===== config.mk =====
export PLATFORM = sky130hd
export DESIGN_NAME = led_marquee_scroller
export DESIGN_NICKNAME = d
export VERILOG_FILES = /design/src/rtl/led_marquee_scroller.sv
export SDC_FILE = /design/constraint.sdc
export NUM_CORES = 1
export LEC_CHECK = 0
export ABC_AREA = 1
export BUFFER_PORTS_ARGS = -buffer_cell sky130_fd_sc_hd__buf_4
export CAP_MARGIN = 20
export CORE_MARGIN = 5
export CORE_UTILIZATION = 55
export DETAILED_ROUTE_END_ITERATION = 7
export GPL_ROUTABILITY_DRIVEN = 0
export PLACE_DENSITY = 0.72
export RECOVER_POWER = 25
export SLEW_MARGIN = 20
export SYNTH_ARGS = -nofsm -noshare
export SYNTH_HDL_FRONTEND = slang
export SYNTH_SLANG_ARGS = --single-unit

===== constraint.sdc =====
create_clock -name clk -period 35.8 [get_ports clk]
set_input_delay 3.58 -clock clk [delete_from_list [all_inputs] [get_ports clk]]
set_output_delay 3.58 -clock clk [all_outputs]
set_load 0.02 [all_outputs]

===== src/rtl/led_marquee_scroller.sv =====
// Scrolling marquee: a runtime-loadable message buffer is shifted one character per prescaler tick into a display register.
// Optional blink output gating is enabled by defining MARQUEE_BLINK_EN.
module led_marquee_scroller #(
   parameter int SEG_W      = 16,
   parameter int NUM_DIGITS = 4,
   parameter int DEPTH      = 32,
   parameter int ADDR_W     = 5,
   parameter int TICK_DIV   = 8388608
) (
   input  logic                        clk,
   input  logic                        rst,
   input  logic                        run,
   input  logic                        dir,
   input  logic [ADDR_W-1:0]           msg_last,
   input  logic                        wr_en,
   input  logic [ADDR_W-1:0]           wr_addr,
   input  logic [SEG_W-1:0]            wr_data,
`ifdef MARQUEE_BLINK_EN
   input  logic                        blink,
`endif
   output logic [NUM_DIGITS*SEG_W-1:0] seg_out,
   output logic                        step_pulse,
   output logic                        wrap
);

   localparam int CNT_W = (TICK_DIV > 1) ? $clog2(TICK_DIV) : 1;
   localparam logic [CNT_W-1:0]  CNT_MAX  = CNT_W'(TICK_DIV - 1);
   localparam logic [ADDR_W:0]   DEPTH_X  = (ADDR_W + 1)'(DEPTH);
   localparam logic [ADDR_W:0]   LAST_MAX = (ADDR_W + 1)'(DEPTH - 1);

   logic [CNT_W-1:0]  cnt_q, cnt_d;
   logic [ADDR_W-1:0] ptr_q, ptr_d;
   logic [SEG_W-1:0]  disp_q [NUM_DIGITS];
   logic [SEG_W-1:0]  disp_d [NUM_DIGITS];
   logic [SEG_W-1:0]  msg_buf_q [DEPTH];
   logic [SEG_W-1:0]  msg_buf_d [DEPTH];
   logic              step_pulse_q, step_pulse_d;
   logic              wrap_q, wrap_d;

   logic                        tick;
   logic                        shift;
   logic [ADDR_W:0]             last_eff;
   logic                        ptr_wrap;
   logic [SEG_W-1:0]            char_c;
   logic [NUM_DIGITS*SEG_W-1:0] disp_flat;

   always_comb begin
      tick     = (cnt_q == CNT_MAX);
      shift    = tick & run;
      cnt_d    = tick ? '0 : cnt_q + 1'b1;

      // A msg_last beyond the buffer clamps to the final entry; >= also
      // recovers when msg_last is lowered below the current pointer.
      last_eff = ({1'b0, msg_last} >= DEPTH_X) ? LAST_MAX : {1'b0, msg_last};
      ptr_wrap = ({1'b0, ptr_q} >= last_eff);
      char_c   = msg_buf_q[ptr_q];

      ptr_d        = ptr_q;
      step_pulse_d = 1'b0;
      wrap_d       = 1'b0;
      disp_d       = disp_q;
      if (shift) begin
         ptr_d        = ptr_wrap ? '0 : ptr_q + 1'b1;
         step_pulse_d = 1'b1;
         wrap_d       = ptr_wrap;
         if (!dir) begin
            for (int unsigned k = 0; k < NUM_DIGITS - 1; k++)
               disp_d[k] = disp_q[k+1];
            disp_d[NUM_DIGITS-1] = char_c;
         end else begin
            for (int unsigned k = 1; k < NUM_DIGITS; k++)
               disp_d[k] = disp_q[k-1];
            disp_d[0] = char_c;
         end
      end

      // The shift above reads msg_buf_q, so a same-cycle write is seen next pass.
      msg_buf_d = msg_buf_q;
      if (wr_en && ({1'b0, wr_addr} < DEPTH_X))
         msg_buf_d[wr_addr] = wr_data;
   end

   always_ff @(posedge clk or posedge rst) begin
      if (rst) begin
         cnt_q        <= '0;
         ptr_q        <= '0;
         step_pulse_q <= 1'b0;
         wrap_q       <= 1'b0;
         for (int unsigned k = 0; k < NUM_DIGITS; k++)
            disp_q[k] <= '1;
         for (int unsigned a = 0; a < DEPTH; a++)
            msg_buf_q[a] <= '1;
      end else begin
         cnt_q        <= cnt_d;
         ptr_q        <= ptr_d;
         step_pulse_q <= step_pulse_d;
         wrap_q       <= wrap_d;
         disp_q       <= disp_d;
         msg_buf_q    <= msg_buf_d;
      end
   end

   always_comb begin
      disp_flat = '1;
      for (int unsigned k = 0; k < NUM_DIGITS; k++)
         disp_flat[k*SEG_W +: SEG_W] = disp_q[k];
   end

`ifdef MARQUEE_BLINK_EN
   logic phase_q, phase_d;

   always_comb begin
      phase_d = tick ? ~phase_q : phase_q;
   end

   always_ff @(posedge clk or posedge rst) begin
      if (rst) phase_q <= 1'b0;
      else     phase_q <= phase_d;
   end

   assign seg_out = (blink && phase_q) ? '1 : disp_flat;
`else
   assign seg_out = disp_flat;
`endif

   assign step_pulse = step_pulse_q;
   assign wrap       = wrap_q;

endmodule


==> impl_metrics.toml <==
[drt]
wl_per_cell_um = 17.4
dr_wl_met3_um = 4630
wl_met1_um = 33700
ant_nets = 0
routed_wl_um = 78500
route.detailed.drc = 0
viasPerCell = 5.39
wl_met2_um = 37500
top_layer_used = "met4"
routed-via-count = 24300
drt_iter0_drc = 2169
firstDrtPassIters = 5

[placed_design]
port_buffers = 96
dp_hpwl_um = 45000
pre_cts_slack_ns = 28.95

[sta]
slew-limit-headroom = -4.75
finalWorstSetupSlack_ns = 20.12
timing.fmax_mhz = 63.8
maxSlewViolCount = 733
finalCriticalPeriod_ns = 15.68
finClkSkew_ns = 0.0197
post-route-period-util = 0.438
worst_pin_slew_ns = 8.62
fin_tns_setup_ns = 0
rsz0062_at_grt = "no"
finalHoldViolCount = 0
setup_viol = 0

[global_routing]
overflow = 0
grt_pass1_wl_um = 127000
grt_start_max_net_pins = 175
grt_pass1_vias = 23200
grtUsageTotal = 0.265
antenna_found_initial = 1

[outcome]
violations = "capacitance limit, slew limit"
status = "finished with violations"

[power]
p_total_w = 0.00185
power.density_mw_per_mm2 = 56.3
max-vdd-ir-drop_uv = 32.7
leakagePower_nw = 14.8

[job]
max_cap_viol_count = 6

[setup_path]
start_kind = "input port"
crit_required_ns = 33.27
path_max_fanout = 163
critPathArrivalTime_ns = 13.15
path_class = "in -> async"
reg2reg_slack_ns = 30.34
cp-end-kind = "asynchronous set/reset pin"

[floorplan]
rows = 85
die_h_um = 242
initial_core_util = 0.554
die_w_um = 242
core-area_mm2 = 0.0536
io-pin-count = 97
die-area_mm2 = 0.0587

[yosys]
synth_edf_count = 0
syn-num-nets = 3876
syn_avg_cell_area_um2 = 7.73
synth_cells = 3838
synthTopCellsByArea = "dfstp_2 (51%), nand2_1 (17%), o21ai_0 (8.5%)"
ys_warn_count = 0
synth_top_area_cell = "dfstp_2"
yosysSeqAreaShare = 0.535
async_flop_share = 1.00
synthesis.area_mm2 = 0.0297
synth_seq_cells = 606
synth_top_area_frac = 0.510
ys.flop_type = "dfstp_2"
yosysUniqueCellTypes = 33

[clock_network]
post_cts_buffers = 0
cts.path.max_buffers = 3
path_clk_slew_ns = 0.06
cts_made_buffers = 67
clock_latency_ns = 0.60
clkSinkCount = 606
cts_hold_buf = 0
cts_resized = 0
h-tree-depth = 3
cts_root_buf = "clkbuf_16"
cts_tree = "yes"

[finish]
fin_util = 0.611
drive_gt1_frac = 0.216
nNetsFinal = 3802
layout_commonest_cell = "nand2_1"
syn2layout_area_growth_pct = 10.4
n_antenna_cell = 0
final_cell_mix = "nand2_1 (1308), dfstp_2 (576), o21ai_0 (510), inv_1 (352), nand3_1 (331)"

[worst_hold_path]
hold_class = "reg -> reg"
layer usage:
metal	global-route usage	vias up
met1	0.354	11600
met2	0.445	643
met4	0.0979	0
met5	0	-
li1	-	11900
met3	0.0378	129
cell families after synthesis:
| kind of cell | count (synthesis) | share of synthesized area |
|---|---|---|
| and+or+nand+nor | 1902 | 0.259 |
| buffers and inverters | 638 | 0.0844 |
| xor gates and xnor gates | 19 | 0.00561 |
| adders and majority gates | 7 | 0.00295 |
| DFF | 606 | 0.535 |
| AOI/OAI and AO/OA | 666 | 0.112 |
metrics by stage:
step	hold WS [ns]	area, um^2	std cells
floorplan	0.433	29700	3838
global placement	0.457	30400	4380
detailed placement	0.467	30500	4383
CTS	0.474	32700	4499
global route	0.489	32800	4507
finish	0.473	32800	4507
worst max-delay path, cell delays in order:
cell and delay [ns]:
clkbuf_4 0.11, clkinvlp_2 3.31, clkbuf_1 5.89
final timing paths:
check / start / end / cells past startpoint
setup / recovery: rst / ptr_q[0]$_DFFE_PP0P_ / 3
hold / removal: msg_buf_q[111]$_DFFE_PP1P_ / msg_buf_q[111]$_DFFE_PP1P_ / 2
setup reg to reg: cnt_q[0]$_DFF_PP0_ / seg_out[25]$_DFFE_PP1P_ / 9
hold reg to reg: msg_buf_q[111]$_DFFE_PP1P_ / msg_buf_q[111]$_DFFE_PP1P_ / 2
max in group clk: dir / seg_out[60]$_DFFE_PP1P_ / 4
min in group asynchronous: rst / msg_buf_q[15]$_DFFE_PP1P_ / 2
Yosys cell counts (5+ instances only):
| master | number |
|---|---|
| buf_1 | 19 |
| o21ai_0 | 503 |
| nand2_1 | 1316 |
| inv_1 | 358 |
| nor2_1 | 221 |
| clkbuf_1 | 197 |
| buf_6 | 5 |
| dfstp_2 | 576 |
| a21oi_1 | 117 |
| nand3_1 | 330 |
| buf_2 | 55 |
| nor3_1 | 12 |
| ha_1 | 7 |
| xnor2_1 | 7 |
| xor2_1 | 12 |
| dfrtp_1 | 30 |
| nor3_2 | 5 |
| o21ai_1 | 45 |
report_power, final:
part           switching, W  internal [W]  leakage, nW
sequential        0.0000549      0.000879         6.41
clock              0.000273      0.000428         1.11
combinational      0.000128     0.0000836         7.25
total              0.000456       0.00139         14.8
area by class of cell:
cell class	count	area (um^2)
Clock inverter	12	166
Tap cell	696	871
Inverter	361	1370
Clock buffer	104	2080
Multi-Input combinational cell	2594	11300
Sequential cell	606	15900
Fill cell	4765	20800
Timing Repair Buffer	134	1120
flip-flops by register name, indices dropped and copies added, names as in the netlist:
name        cells
ptr_q           5
wrap            1
msg_buf_q     512
step_pulse      1
seg_out        64
cnt_q          23
No activity file was read; power rests on OpenSTA's default activity.
